--- config.mk ---
export PLATFORM = sky130hd
export DESIGN_NAME = dmem_arbiter_flat
export DESIGN_NICKNAME = d
export VERILOG_FILES = /design/src/rtl/dmem_arbiter_pkg.sv /design/src/rtl/dmem_arbiter_if.sv /design/src/rtl/dmem_rd_tracker.sv /design/src/rtl/dmem_arbiter.sv /design/src/flat_wrapper.sv
export SDC_FILE = /design/constraint.sdc
export NUM_CORES = 1
export LEC_CHECK = 0
export BUFFER_PORTS_ARGS = -buffer_cell sky130_fd_sc_hd__buf_2
export CORE_AREA = 3 3 117 119
export CTS_BUF_LIST = sky130_fd_sc_hd__clkbuf_8
export CTS_CLUSTER_DIAMETER = 120
export DETAILED_ROUTE_END_ITERATION = 10
export DIE_AREA = 0 0 120 122
export PLACE_DENSITY = 0.68
export SLEW_MARGIN = 20
export SYNTH_ARGS = -nofsm -noshare
export SYNTH_HDL_FRONTEND = slang
export SYNTH_SLANG_ARGS = --single-unit
--- constraint.sdc ---
create_clock -name clk -period 2.4 [get_ports clk]
set_input_delay 0.36 -clock clk [delete_from_list [all_inputs] [get_ports clk]]
set_output_delay 0.36 -clock clk [all_outputs]
set_load 0.005 [all_outputs]
--- src/rtl/dmem_arbiter_pkg.sv ---
// dmem_arbiter shared definitions.
// Port ids, read-tag bundle and latency bound.
package dmem_arbiter_pkg;

  localparam logic PORT_CPU = 1'b0;
  localparam logic PORT_DBG = 1'b1;

  localparam int READ_LAT_MIN = 1;
  localparam int READ_LAT_MAX = 4;

  typedef struct packed {
    logic valid;
    logic id;
  } rd_tag_t;

  function automatic bit read_lat_ok(input int lat);
    return (lat >= READ_LAT_MIN) && (lat <= READ_LAT_MAX);
  endfunction

endpackage

--- src/rtl/dmem_arbiter_if.sv ---
// Requester-side bus of the DataMem arbiter.
// master = requester, slave = arbiter.
interface dmem_arbiter_if #(
  parameter int AW = 32,
  parameter int DW = 32
);

  logic          req;
  logic          we;
  logic [AW-1:0] addr;
  logic [DW-1:0] wdata;
  logic          ready;
  logic          rvalid;
  logic [DW-1:0] rdata;

  modport master (
    output req, we, addr, wdata,
    input  ready, rvalid, rdata
  );

  modport slave (
    input  req, we, addr, wdata,
    output ready, rvalid, rdata
  );

endinterface

--- src/rtl/dmem_rd_tracker.sv ---
// Read-tag delay line matching DataMem latency.
// Output tag lines up with mem_douta.
module dmem_rd_tracker
  import dmem_arbiter_pkg::*;
#(
  parameter int READ_LAT = 1
) (
  input  logic    clk,
  input  logic    rst,
  input  rd_tag_t in_tag,
  output rd_tag_t out_tag
);

  if (!read_lat_ok(READ_LAT)) begin : g_lat_chk
    $error("dmem_rd_tracker: READ_LAT out of range");
  end

  rd_tag_t pipe [READ_LAT];

  // Shift tags one stage per cycle; reset drops in-flight reads.
  always_ff @(posedge clk) begin
    if (rst) begin
      for (int i = 0; i < READ_LAT; i++) begin
        pipe[i] <= '0;
      end
    end else begin
      pipe[0] <= in_tag;
      for (int i = 1; i < READ_LAT; i++) begin
        pipe[i] <= pipe[i-1];
      end
    end
  end

  assign out_tag = pipe[READ_LAT-1];

endmodule

--- src/rtl/dmem_arbiter.sv ---
// Round-robin arbiter sharing single-port DataMem
// between the CPU memory stage and the debug/DMA loader.
module dmem_arbiter
  import dmem_arbiter_pkg::*;
#(
  parameter int AW       = 32,
  parameter int DW       = 32,
  parameter int READ_LAT = 1
) (
  input  logic          clk,
  input  logic          rst,
  dmem_arbiter_if.slave p0,
  dmem_arbiter_if.slave p1,
  output logic          mem_wea,
  output logic [AW-1:0] mem_addr,
  output logic [DW-1:0] mem_dina,
  input  logic [DW-1:0] mem_douta
);

  logic          last_grant;
  logic          gnt0;
  logic          gnt1;
  logic          granted;
  logic          sel;
  logic          sel_we;
  logic [AW-1:0] addr_q;
  logic [DW-1:0] dina_q;
  rd_tag_t       rd_in;
  rd_tag_t       rd_out;

  // Pick a winner; on contention the port that lost last time wins.
  always_comb begin
    gnt0 = 1'b0;
    gnt1 = 1'b0;
    if (!rst) begin
      unique case (1'b1)
        (p0.req && p1.req): begin
          gnt0 = (last_grant == PORT_DBG);
          gnt1 = (last_grant == PORT_CPU);
        end
        (p0.req && !p1.req): gnt0 = 1'b1;
        (!p0.req && p1.req): gnt1 = 1'b1;
        default: ;
      endcase
    end
  end

  assign granted = gnt0 | gnt1;
  assign sel     = gnt1 ? PORT_DBG : PORT_CPU;
  assign sel_we  = sel ? p1.we : p0.we;

  // Drive DataMem from the winner; hold the bus when idle.
  always_comb begin
    mem_wea  = 1'b0;
    mem_addr = addr_q;
    mem_dina = dina_q;
    if (granted) begin
      mem_wea  = sel_we;
      mem_addr = sel ? p1.addr : p0.addr;
      mem_dina = sel ? p1.wdata : p0.wdata;
    end
  end

  // Remember last winner and last bus value.
  always_ff @(posedge clk) begin
    if (rst) begin
      last_grant <= PORT_DBG;
      addr_q     <= '0;
      dina_q     <= '0;
    end else if (granted) begin
      last_grant <= sel;
      addr_q     <= mem_addr;
      dina_q     <= mem_dina;
    end
  end

  assign rd_in.valid = granted & ~sel_we;
  assign rd_in.id    = sel;

  dmem_rd_tracker #(
    .READ_LAT (READ_LAT)
  ) u_rd_tracker (
    .clk     (clk),
    .rst     (rst),
    .in_tag  (rd_in),
    .out_tag (rd_out)
  );

  assign p0.ready  = gnt0;
  assign p1.ready  = gnt1;
  assign p0.rvalid = rd_out.valid & ~rst & (rd_out.id == PORT_CPU);
  assign p1.rvalid = rd_out.valid & ~rst & (rd_out.id == PORT_DBG);
  assign p0.rdata  = mem_douta;
  assign p1.rdata  = mem_douta;

endmodule

--- src/flat_wrapper.sv ---
// flat-port wrapper written by rule: the top's interface ports become plain ports
module dmem_arbiter_flat import dmem_arbiter_pkg::*;
#(
  parameter int AW       = 32,
  parameter int DW       = 32,
  parameter int READ_LAT = 1
)
  (clk, rst, mem_wea, mem_addr, mem_dina, mem_douta, p0_req, p0_we, p0_addr, p0_wdata, p0_ready, p0_rvalid, p0_rdata, p1_req, p1_we, p1_addr, p1_wdata, p1_ready, p1_rvalid, p1_rdata);
  dmem_arbiter_if #(.AW(AW), .DW(DW)) p0_i ();
  dmem_arbiter_if #(.AW(AW), .DW(DW)) p1_i ();
  input  logic clk;
  input  logic rst;
  output logic mem_wea;
  output logic [AW-1:0] mem_addr;
  output logic [DW-1:0] mem_dina;
  input  logic [DW-1:0] mem_douta;
  input wire logic [$bits(p0_i.req)-1:0] p0_req;
  input wire logic [$bits(p0_i.we)-1:0] p0_we;
  input wire logic [$bits(p0_i.addr)-1:0] p0_addr;
  input wire logic [$bits(p0_i.wdata)-1:0] p0_wdata;
  output wire logic [$bits(p0_i.ready)-1:0] p0_ready;
  output wire logic [$bits(p0_i.rvalid)-1:0] p0_rvalid;
  output wire logic [$bits(p0_i.rdata)-1:0] p0_rdata;
  input wire logic [$bits(p1_i.req)-1:0] p1_req;
  input wire logic [$bits(p1_i.we)-1:0] p1_we;
  input wire logic [$bits(p1_i.addr)-1:0] p1_addr;
  input wire logic [$bits(p1_i.wdata)-1:0] p1_wdata;
  output wire logic [$bits(p1_i.ready)-1:0] p1_ready;
  output wire logic [$bits(p1_i.rvalid)-1:0] p1_rvalid;
  output wire logic [$bits(p1_i.rdata)-1:0] p1_rdata;
  assign p0_i.req = p0_req;
  assign p0_i.we = p0_we;
  assign p0_i.addr = p0_addr;
  assign p0_i.wdata = p0_wdata;
  assign p0_ready = p0_i.ready;
  assign p0_rvalid = p0_i.rvalid;
  assign p0_rdata = p0_i.rdata;
  assign p1_i.req = p1_req;
  assign p1_i.we = p1_we;
  assign p1_i.addr = p1_addr;
  assign p1_i.wdata = p1_wdata;
  assign p1_ready = p1_i.ready;
  assign p1_rvalid = p1_i.rvalid;
  assign p1_rdata = p1_i.rdata;
  dmem_arbiter #(.AW(AW), .DW(DW), .READ_LAT(READ_LAT)) u_core (.clk(clk), .rst(rst), .p0(p0_i), .p1(p1_i), .mem_wea(mem_wea), .mem_addr(mem_addr), .mem_dina(mem_dina), .mem_douta(mem_douta));
endmodule
# Word-level counts from Yosys, hierarchy flattened
# Memory sizes are Yosys's and may differ from the RTL's.
# Cells that the tools add are included.
word_totals:
  register_bits: 65
  latchBits: 0
  ram_bits: 2
  mem_bits_ro: 0
  inputBits: 166
  output_inout_bits: 133
  mem_count: 1
op_classes:
  n_addsub: 0
  multipliers: 0
  div_mod_pow: 0
  order_cmp: 0
  eq_ne: 0
  shifts: 0
  mux: 16
  bitwise: 9
  n_reduce_logical: 6
memory_table:
  columns: ["name", "words", "word_bits", "read_ports", "rd_ports_with_merged_regs", "wr", "line", "source"]
  rows:
  - ["u_core.u_rd_tracker.pipe", 1, 2, 1, 0, 1, "dmem_rd_tracker.sv:18", "rd_tag_t pipe [READ_LAT];"]
ops:
  columns: ["operator", "count"]
  rows:
  - ["$mux 32", 4]
  - ["$mux 1", 9]
  - ["$and 1x1->1", 4]
  - ["$not 1->1", 4]
  - ["$pmux 1 s2", 2]
  - ["$logic_and 1x1->1", 3]
  - ["$logic_not 1->1", 2]
  - ["$mux 2", 1]
  - ["$reduce_or 2->1", 1]
  - ["$or 1x1->1", 1]

# Depth between registers and ports, before layout
# Gate-level depths: netlist of the first run.
depth:
  ltp_word: 9
  mapped_depth: 6

# Cells and area by module
# A second synthesis of the first run with hierarchy kept.
unflattened:
  cells_unflattened: 511
  area_unflattened_um2: 4172.8
modules_own_cells:
  columns: ["mod", "n_inst", "cells_per_inst", "area_per_inst_um2"]
  rows:
  - ["dmem_arbiter", 1, 507, 4120.2]
  - ["dmem_rd_tracker", 1, 4, 52.6]

# Worst setup path after synthesis of the first run
# OpenSTA, ideal clock, no wires.
synth_path:
  kind: "input to output"
  startpoint: "input p1_req"
  endpoint: "output mem_addr[31]"
  t_arrival_ps: 1383
  required_ps: 2040
  path_slack_ps: 657
  path_stages: 5
  path_cell_list: "buf_6 buf_2 clkbuf_1 a2111oi_0 nor3_1"
synth_between:
  elab_chain_len: 6
  elab_cells_between_ends: 12
synth_lines:
  columns: ["element", "line", "source"]
  rows:
  - ["start, declared", "flat_wrapper.sv:24", "input wire logic [$bits(p1_i.req)-1:0] p1_req;"]
  - ["$logic_and 1x1->1 (tied with other cells)", "dmem_arbiter.sv:42", "(!p0.req && p1.req): gnt1 = 1'b1;"]
  - ["$pmux 1 s2 or $logic_and 1x1->1 (tied branches)", "dmem_arbiter.sv:36, dmem_arbiter.sv:41", null]
  - ["$mux 1 or $pmux 1 s2 (tied branches)", "dmem_arbiter.sv:35, dmem_arbiter.sv:36", null]
  - ["$mux 1, on equally long branches", "dmem_arbiter.sv:49, dmem_arbiter.sv:35", null]
  - ["$mux 32 or $or 1x1->1 (tied branches)", "dmem_arbiter.sv:59, dmem_arbiter.sv:48", null]
  - ["$mux 32 *", "dmem_arbiter.sv:57", "if (granted) begin"]
  - ["end, declared", "flat_wrapper.sv:14", "output logic [AW-1:0] mem_addr;"]
# Mark *: on every way between the ends. The rest lies on a longest branch, timed or not.

# Worst setup path after layout of the first run
layout_path:
  startpoint: "register u_core.last_grant"
  endpoint: "output mem_addr[23]"
layout_between:
  elab_chain_len: 6
  elab_cells_between_ends: 9
layout_lines:
  columns: ["element", "line", "source"]
  rows:
  - ["start, declared", "dmem_arbiter.sv:20", "logic last_grant;"]
  - ["start signal, assigned", "dmem_arbiter.sv:71", "last_grant <= sel;"]
  - ["$not 1->1", "dmem_arbiter.sv:39", "gnt1 = (last_grant == PORT_CPU);"]
  - ["$pmux 1 s2", "dmem_arbiter.sv:36", "unique case (1'b1)"]
  - ["$mux 1", "dmem_arbiter.sv:35", "if (!rst) begin"]
  - ["$mux 1", "dmem_arbiter.sv:49", "assign sel = gnt1 ? PORT_DBG : PORT_CPU;"]
  - ["$mux 32", "dmem_arbiter.sv:59", "mem_addr = sel ? p1.addr : p0.addr;"]
  - ["$mux 32 *", "dmem_arbiter.sv:57", null]
# Marks and branches as above.

==> results of run 1 <==
[cell families after synthesis]
kind of cell,count (synthesis),share of synthesized area [%]
AO/OA/AOI/OAI,133,28.78
AND/OR/NAND/NOR,201,22.80
flip-flops,67,30.10
buffers and inverters,137,18.33
[cell usage after synthesis]
cell type	instances
buf_6	3
buf_2	15
a21oi_1	1
nand2_1	1
a31o_2	1
a21boi_0	1
a2111oi_0	108
o21ai_0	1
buf_1	1
nor2_1	64
inv_1	3
and3_1	4
and2_1	1
nor3b_1	1
clkbuf_1	43
nand4_1	1
clkbuf_2	2
dfxtp_1	67
a2111oi_2	20
inv_2	1
buf_4	69
nor3_1	64
o21ba_2	1
nor4_1	64
nor2_2	1
[power breakdown]
part / switching, mW / internal, mW / total [mW]
Sequential: 0.0252 / 1.20 / 1.23
Combinational: 0.482 / 0.348 / 0.830
Clock: 0.438 / 0.417 / 0.855
[routing by layer]
layer / global-route usage, % / share of wire (%) / vias to the layer above
li1: - / - / 2315
met1: 23.84 / 41 / 2297
met2: 32.91 / 48 / 268
met3: 4.921 / 9.1 / 41
met4: 9.735 / 2.5 / 0
met5: 0 / 0 / -
[sequential cells by signal, summed over array words and instances (netlist names)]
| signal | cells |
|---|---|
| u_core.u_rd_tracker.pipe | 2 |
| u_core.addr_q | 32 |
| u_core.dina_q | 32 |
| u_core.last_grant | 1 |
[final cells by class]
cell class	count	area (um2)
multi-input cells	334	2328
clock inverters	5	21.27
repair buffers	228	1313
well taps	172	215.2
clock buffers	11	151.4
flip-flops and latches	67	1343
fillers	1288	7284
inverters	4	15.01
[stage by stage]
stage                     power, mW  worst slack, ns
after floorplan               1.783           0.6571
final                         2.914         0.008974
after global routing          3.110         -0.08474
after detailed placement      2.074          0.08712
after CTS                     2.951          0.01438
after global placement        2.054           0.1435
[path summary, 6_finish.rpt]
path / startpoint / slack [ns] / cells past startpoint / endpoint
worst max register to register: u_core.last_grant$_SDFFE_PP1P_ / 0.78 / 4 / u_core.addr_q[25]$_SDFFE_PP0P_
worst max-delay path: u_core.last_grant$_SDFFE_PP1P_ / 0.009 / 5 / mem_addr[23]
worst min-delay path: p1_we / 0.37 / 3 / u_core.u_rd_tracker.pipe[0][1]$_SDFF_PP0_
worst min register to register: u_core.dina_q[5]$_SDFFE_PP0P_ / 0.52 / 2 / u_core.dina_q[5]$_SDFFE_PP0P_
[worst register-to-register path, cell delays in order, from the launching register on]
cell	delay, ns
dfxtp_2	0.36
nand2_2	0.08
buf_4	0.26
a2111oi_0	0.69
nor4_1	0.10
[what timing repair did]
action | CTS | global route
resized for setup | 4 | 14
endpoints found under the setup margin | 4 | 33
hold buffers | 0 | 0
==> impl_metrics.ini, run 1 <==
[cells_and_area]
final_common_cell = buf_2
n_antenna_cell = 0
final_area_um2 = 5386
syn_to_final_growth_pct = 20.86
final_core_util_pct = 42.51
stdcell_count = 821
final_layout_size_suffix_gt1_share_pct = 41.14
final_cell_mix = 201 x buf_2, 90 x a2111oi_0, 66 x dfxtp_1
nets = 810

[route]
ant_nets = 0
wl_um = 15210
drc = 0
via_per_inst = 5.994
dr.pass1.iters = 5
drtIter0Drc = 325
wire_per_inst_um = 18.52
num_vias = 4921

[clocking]
htree_levels = 3
clk_pin_slew_ns = 0.07
insertion_delay_ns = 0.35
cts_tree = built
cts_buffers = 9
post_cts_buffers = 0
root_buffer = clkbuf_8
cts_buffer_depth = 2
cts.sinks = 67

[floorplan]
core_area_um2 = 12670
row_count = 41
start_util_pct = 35.17
ios = 299
die_w_um = 120
die_h_um = 122
die_area_um2 = 14640

[sta]
maxSlewHeadroom_pct = 52.44
finalSetupTns_ns = 0
fin_crit_sh_pct = 99.63
slew_viol_final = 0
fin_skew_ns = 0.007745
min_period_ns = 2.391
rsz0062_at_grt = true
setup_viol = 0
worst_slew_pin_slew_ns = 0.6954
whs_ns = 0.3738
finalHoldViolCount = 0
max_freq_ghz = 0.4182

[worst_setup_path]
cp.required_ns = 2.04
critPathCaptureType = output port
crit_buf_inv = 2
critPathMaxFanout = 35
crit_chain = nand2_2 > buf_4 > a2111oi_1 > nor3_1 > buf_2
critPathKind = reg -> out
arrival_ns = 2.03
start_kind = flop
crit_family = compound AO/OA/AOI/OAI gates
cp_slowest_stage_delay_ns = 0.64
cp_slowest_cell = a2111oi_1

[logic_synthesis]
synth_nets = 704
yosysUniqueCellTypes = 25
synth_top_cell_by_area = dfxtp_1
ys_seq_area_share_pct = 30.10
synth_cells = 538
ys_ff_latch = 67
syn_avg_cell_area_um2 = 8.284
synth_top_area_share_pct = 30.10
ys_warn_count = 0
syn_area_um2 = 4457
synth_area_leaders = dfxtp_1 30%, a2111oi_0 21%, buf_4 12%

[flow_run]
drv_cap = 0

[global_routing]
antenna_found_initial = 0
overflow = 0
grt_first_pass_wirelength_um = 23250
grt_pass1_vias = 4648
grt.total_usage_pct = 19.77
grt_start_max_net_pins = 62

[power_and_ir_drop]
cellPowerDensity_nw_per_um2 = 540.9
ir_worst_vdd_mv = 0.2577
p_leak_nw = 2.097

[placement]
post_dp_cell_area_um2 = 5191
io_buffer_count = 202
place_inst = 805
place_hpwl_um = 10610
gp_congestion = 0.8370

[outcome]
status = finished clean

[worst_hold_path]
worstHoldPathType = in -> reg
Note: power is estimated with default switching activity, not from simulation.
==> inputs of run 2 (changes only) <==
--- a/config.mk
+++ b/config.mk
@@ -14,3 +14,2 @@
 export PLACE_DENSITY = 0.68
-export SLEW_MARGIN = 20
 export SYNTH_ARGS = -nofsm -noshare
--- a/constraint.sdc
+++ b/constraint.sdc
@@ -3,2 +3,2 @@
 set_output_delay 0.36 -clock clk [all_outputs]
-set_load 0.005 [all_outputs]
+set_load 0.01 [all_outputs]
==> impl_metrics.ini, run 2 (same netlist as run 1, synthesis figures left out) <==
[outcome]
status = finished clean

[sta]
min_period_ns = 2.384
worst_slew_pin_slew_ns = 0.6541
slew_viol_final = 0
fin_skew_ns = 0.006356
maxSlewHeadroom_pct = 55.27
max_freq_ghz = 0.4195
finalSetupTns_ns = 0
setup_viol = 0
fin_crit_sh_pct = 99.33
finalHoldViolCount = 0
rsz0062_at_grt = true

[placement]
gp_congestion = 0.8443
io_buffer_count = 202
place_hpwl_um = 10550
post_dp_cell_area_um2 = 5189
place_inst = 803

[worst_setup_path]
cp.required_ns = 2.04
cp_slowest_cell = a2111oi_0
start_kind = flop
cpMostUsedCell = buf_4
arrival_ns = 2.02
critPathKind = reg -> out
critPathMaxFanout = 35
critPathCaptureType = output port
crit_chain = nand2_2 > buf_4 > a2111oi_0 > buf_4 > nor3_1 > buf_2
cp_slowest_stage_delay_ns = 0.56

[route]
ant_nets = 0
num_vias = 4887
via_per_inst = 5.967
drc = 0
drtIter0Drc = 277
wire_per_inst_um = 18.55
wl_um = 15190
dr.pass1.iters = 5

[clocking]
holdBufCountCts = 0
cts_buffer_depth = 2
cts_tree = built
cts_buffers = 9
insertion_delay_ns = 0.35
clk_pin_slew_ns = 0.08
root_buffer = clkbuf_8
cts.sinks = 67
htree_levels = 3

[global_routing]
overflow = 0
grt_start_max_net_pins = 62
grt.total_usage_pct = 19.81
antenna_found_initial = 0
grt_pass1_vias = 4688
grt_first_pass_wirelength_um = 23170

[power_and_ir_drop]
p_leak_nw = 2.086
power_switching_mw = 1.032
internal-power_mw = 1.981
p_seq_share_pct = 40.7
ir_worst_vdd_mv = 0.2119
clkPwrFrac_pct = 29.7
cellPowerDensity_nw_per_um2 = 555.8
p_sw_share_pct = 34.25
combPwrFrac_pct = 29.6

[cells_and_area]
final_cell_mix = 201 x buf_2, 77 x a2111oi_0, 66 x dfxtp_1
filler_cell_count = 1291
final_area_um2 = 5421
stdcell_count = 819
n_antenna_cell = 0
syn_to_final_growth_pct = 21.65
final_layout_size_suffix_gt1_share_pct = 41.89
nets = 808
final_common_cell = buf_2
top_regs = u_core.addr_q: 32 flops, u_core.dina_q: 32 flops, u_core.u_rd_tracker.pipe: 2 flops

[floorplan]
die_area_um2 = 14640
die_w_um = 120
start_util_pct = 35.17
ios = 299
core_area_um2 = 12670
row_count = 41
die_h_um = 122

[worst_hold_path]
worstHoldPathType = in -> reg

[flow_run]
drv_cap = 0
-- run 2: changes by cell type in the layout (fill, tap and decap cells not counted), sizes merged --
cell	previous run	this run
clkinv	2	4
inv	7	4
buf	228	226
clkinvlp	0	1
-- run 2: repair_timing --
item	CTS	global route
endpoints found under the setup margin	4	36
gates cloned	0	0
gates resized for setup	0	34
buffers inserted	0	0
-- run 2: through the flow --
step / setup slack, ns / utilization [%] / hold WS (ns) / total power [mW]
after floorplan: 0.6177 / - / 0.4994 / 1.858
after global placement: 0.1150 / 40.95 / 0.5065 / 2.106
final: 0.01602 / 42.79 / 0.3760 / 3.013
after CTS: -0.02336 / 42.36 / 0.3444 / 3.034
after global routing: -0.07935 / 42.79 / 0.3725 / 3.198
after detailed placement: 0.04923 / 40.95 / 0.5116 / 2.128
-- run 2: worst max-delay path: cells and delay by family, from the launching register on --
| kind | cells | cell delay, ns |
|---|---|---|
| compound gates | 1 | 0.56 |
| buf+inv | 3 | 0.62 |
| flops | 1 | 0.36 |
| simple gates | 2 | 0.12 |
-- run 2: final timing paths --
path                                                      from  depth (start not counted)  slack [ns]                                   endpoint
worst max-delay path            u_core.last_grant$_SDFFE_PP1P_                          6        0.02                               mem_addr[24]
worst min register to register   u_core.dina_q[3]$_SDFFE_PP0P_                          2        0.53              u_core.dina_q[3]$_SDFFE_PP0P_
worst min-delay path                                     p1_we                          3        0.38  u_core.u_rd_tracker.pipe[0][1]$_SDFF_PP0_
worst max register to register  u_core.last_grant$_SDFFE_PP1P_                          5        0.76             u_core.addr_q[24]$_SDFFE_PP0P_
-- run 2: per-layer routing --
layer | global-route usage [%] | routed length, um
met5 | 0 | 0
met4 | 9.950 | 451
met3 | 5.200 | 1276
met2 | 33.90 | 7183
met1 | 22.88 | 6280
-- run 2: layout make-up --
type / instances / area [um2] / share of cell area [%]
Timing Repair Buffer: 226 / 1310 / 24.16
Tap cell: 172 / 215.2 / 3.970
Inverter: 4 / 15.01 / 0.2769
Clock inverter: 5 / 27.53 / 0.5077
Clock buffer: 11 / 151.4 / 2.793
Sequential cell: 67 / 1343 / 24.76
Multi-Input combinational cell: 334 / 2360 / 43.53
-- run 2: power by group through the flow --
stage / Combinational (mW) / Clock, mW / Sequential, mW
6_report: 0.891 / 0.894 / 1.23
3_5_place_dp: 0.874 / 0 / 1.25
4_1_cts: 0.878 / 0.928 / 1.23
3_3_place_gp: 0.855 / 0 / 1.25
2_1_floorplan: 0.612 / 0 / 1.25
5_1_grt: 0.976 / 0.985 / 1.24
==> inputs of run 3 (changes only) <==
RECOVER_POWER = 100   (was default)
TNS_END_PERCENT = 5   (was default)
==> impl_metrics.ini, run 3 (same netlist as run 1, synthesis figures left out) <==
[sta]
setup_viol = 0
rsz0062_at_grt = true
max_freq_ghz = 0.4216
slew_viol_final = 0
whs_ns = 0.3759
fin_crit_sh_pct = 98.84
worst_slew_pin_slew_ns = 0.6596
fin_skew_ns = 0.006863
maxSlewHeadroom_pct = 54.89
min_period_ns = 2.372
fin_ws_ns = 0.02790
finalHoldViolCount = 0
finalSetupTns_ns = 0

[route]
ant_nets = 0
wl_um = 15100
dr.pass1.iters = 5
drtIter0Drc = 270
drc = 0
num_vias = 4913
via_per_inst = 5.999
wire_per_inst_um = 18.44

[placement]
place_hpwl_um = 10550
io_buffer_count = 202
dp_slack_ns = 0.04923
gp_congestion = 0.8443
place_inst = 803

[global_routing]
grt_pass1_vias = 4688
grt.total_usage_pct = 19.81
overflow = 0
grtUsageMet3_pct = 5.200
use_met2_pct = 33.90
grt-busiest-layer = met2
antenna_found_initial = 0
grt_start_max_net_pins = 62
use_met1_pct = 22.88
grt_first_pass_wirelength_um = 23170

[clocking]
cts_tree = built
holdBufCountCts = 0
insertion_delay_ns = 0.35
cts_buffers = 9
clk_pin_slew_ns = 0.08
cts_buffer_depth = 2
root_buffer = clkbuf_8
post_cts_buffers = 0
cts.sinks = 67
htree_levels = 3

[worst_setup_path]
cp_slowest_stage_delay_ns = 0.66
arrival_ns = 2.01
start_kind = flop
cp.required_ns = 2.04
critPathMaxFanout = 35
cp_slowest_cell = a2111oi_0
critPathKind = reg -> out
critPathCaptureType = output port
crit_chain = nand2_2 > buf_4 > a2111oi_0 > nor3_1 > buf_2

[floorplan]
ios = 299
row_count = 41
die_h_um = 122
die_area_um2 = 14640
start_util_pct = 35.17
die_w_um = 120
core_area_um2 = 12670

[flow_run]
drv_cap = 0

[power_and_ir_drop]
ir_worst_vdd_mv = 0.2110
p_leak_nw = 2.084
cellPowerDensity_nw_per_um2 = 556.3

[cells_and_area]
stdcell_count = 819
final_common_cell = buf_2
n_antenna_cell = 0
final_core_util_pct = 42.59
syn_to_final_growth_pct = 21.08
multi_input_area_um2 = 2335
register_area_um2 = 1343
final_layout_size_suffix_gt1_share_pct = 41.42
final_cell_mix = 201 x buf_2, 85 x a2111oi_0, 66 x dfxtp_1
filler_cell_count = 1295
top_regs = u_core.addr_q: 32 flops, u_core.dina_q: 32 flops, u_core.u_rd_tracker.pipe: 2 flops
nets = 808

[worst_hold_path]
worstHoldPathType = in -> reg

[outcome]
status = finished clean
[run 3: cell counts in the layout (fill, tap and decap cells not counted)]
Identical to the previous run, type by type.
[run 3: worst max-delay path, delay by kind of cell, from the launching register on]
| kind | cells | cell delay, ns |
|---|---|---|
| buffers and inverters | 2 | 0.43 |
| and+or+nand+nor | 2 | 0.21 |
| DFF | 1 | 0.36 |
| AOI/OAI and AO/OA | 1 | 0.66 |
[run 3: report_power, final]
| group | switching [mW] | leakage [nW] | internal (mW) |
|---|---|---|---|
| Sequential | 0.0246 | 0.555 | 1.20 |
| Clock | 0.468 | 0.0949 | 0.424 |
| Combinational | 0.531 | 1.43 | 0.351 |
[run 3: path summary, 6_finish.rpt]
kind                                                     start                                         to  slack (ns)  depth (start not counted)
worst min-delay path                                     p1_we  u_core.u_rd_tracker.pipe[0][1]$_SDFF_PP0_        0.38                          3
worst min register to register   u_core.dina_q[3]$_SDFFE_PP0P_              u_core.dina_q[3]$_SDFFE_PP0P_        0.52                          2
worst max-delay path            u_core.last_grant$_SDFFE_PP1P_                                mem_addr[2]        0.03                          5
worst max register to register  u_core.last_grant$_SDFFE_PP1P_             u_core.addr_q[24]$_SDFFE_PP0P_        0.78                          5
[run 3: layout make-up]
| type | count | share of cell area (%) |
|---|---|---|
| clock buffers | 11 | 2.805 |
| clock inverters | 5 | 0.5101 |
| inverters | 4 | 0.2782 |
| multi-input cells | 334 | 43.26 |
| flip-flops and latches | 67 | 24.88 |
| well taps | 172 | 3.988 |
| repair buffers | 226 | 24.28 |
[run 3: per-stage QoR]
stage | instance area, um2 | total power [mW]
3_5_place_dp | 5189 | 2.128
5_1_grt | 5396 | 3.191
3_3_place_gp | 5189 | 2.106
2_1_floorplan | 4457 | 1.858
6_report | 5396 | 3.002
4_1_cts | 5368 | 3.034
[run 3: layer usage]
layer,up-vias,share of wire (%)
li1,2321,-
met1,2293,40
met2,250,48
met3,49,8.5
met4,0,3.2
met5,-,0
[run 3: timing repair]
item | in CTS | in global routing
setup endpoints to repair | 4 | 36
resized for setup | 0 | 29
gates cloned | 0 | 0
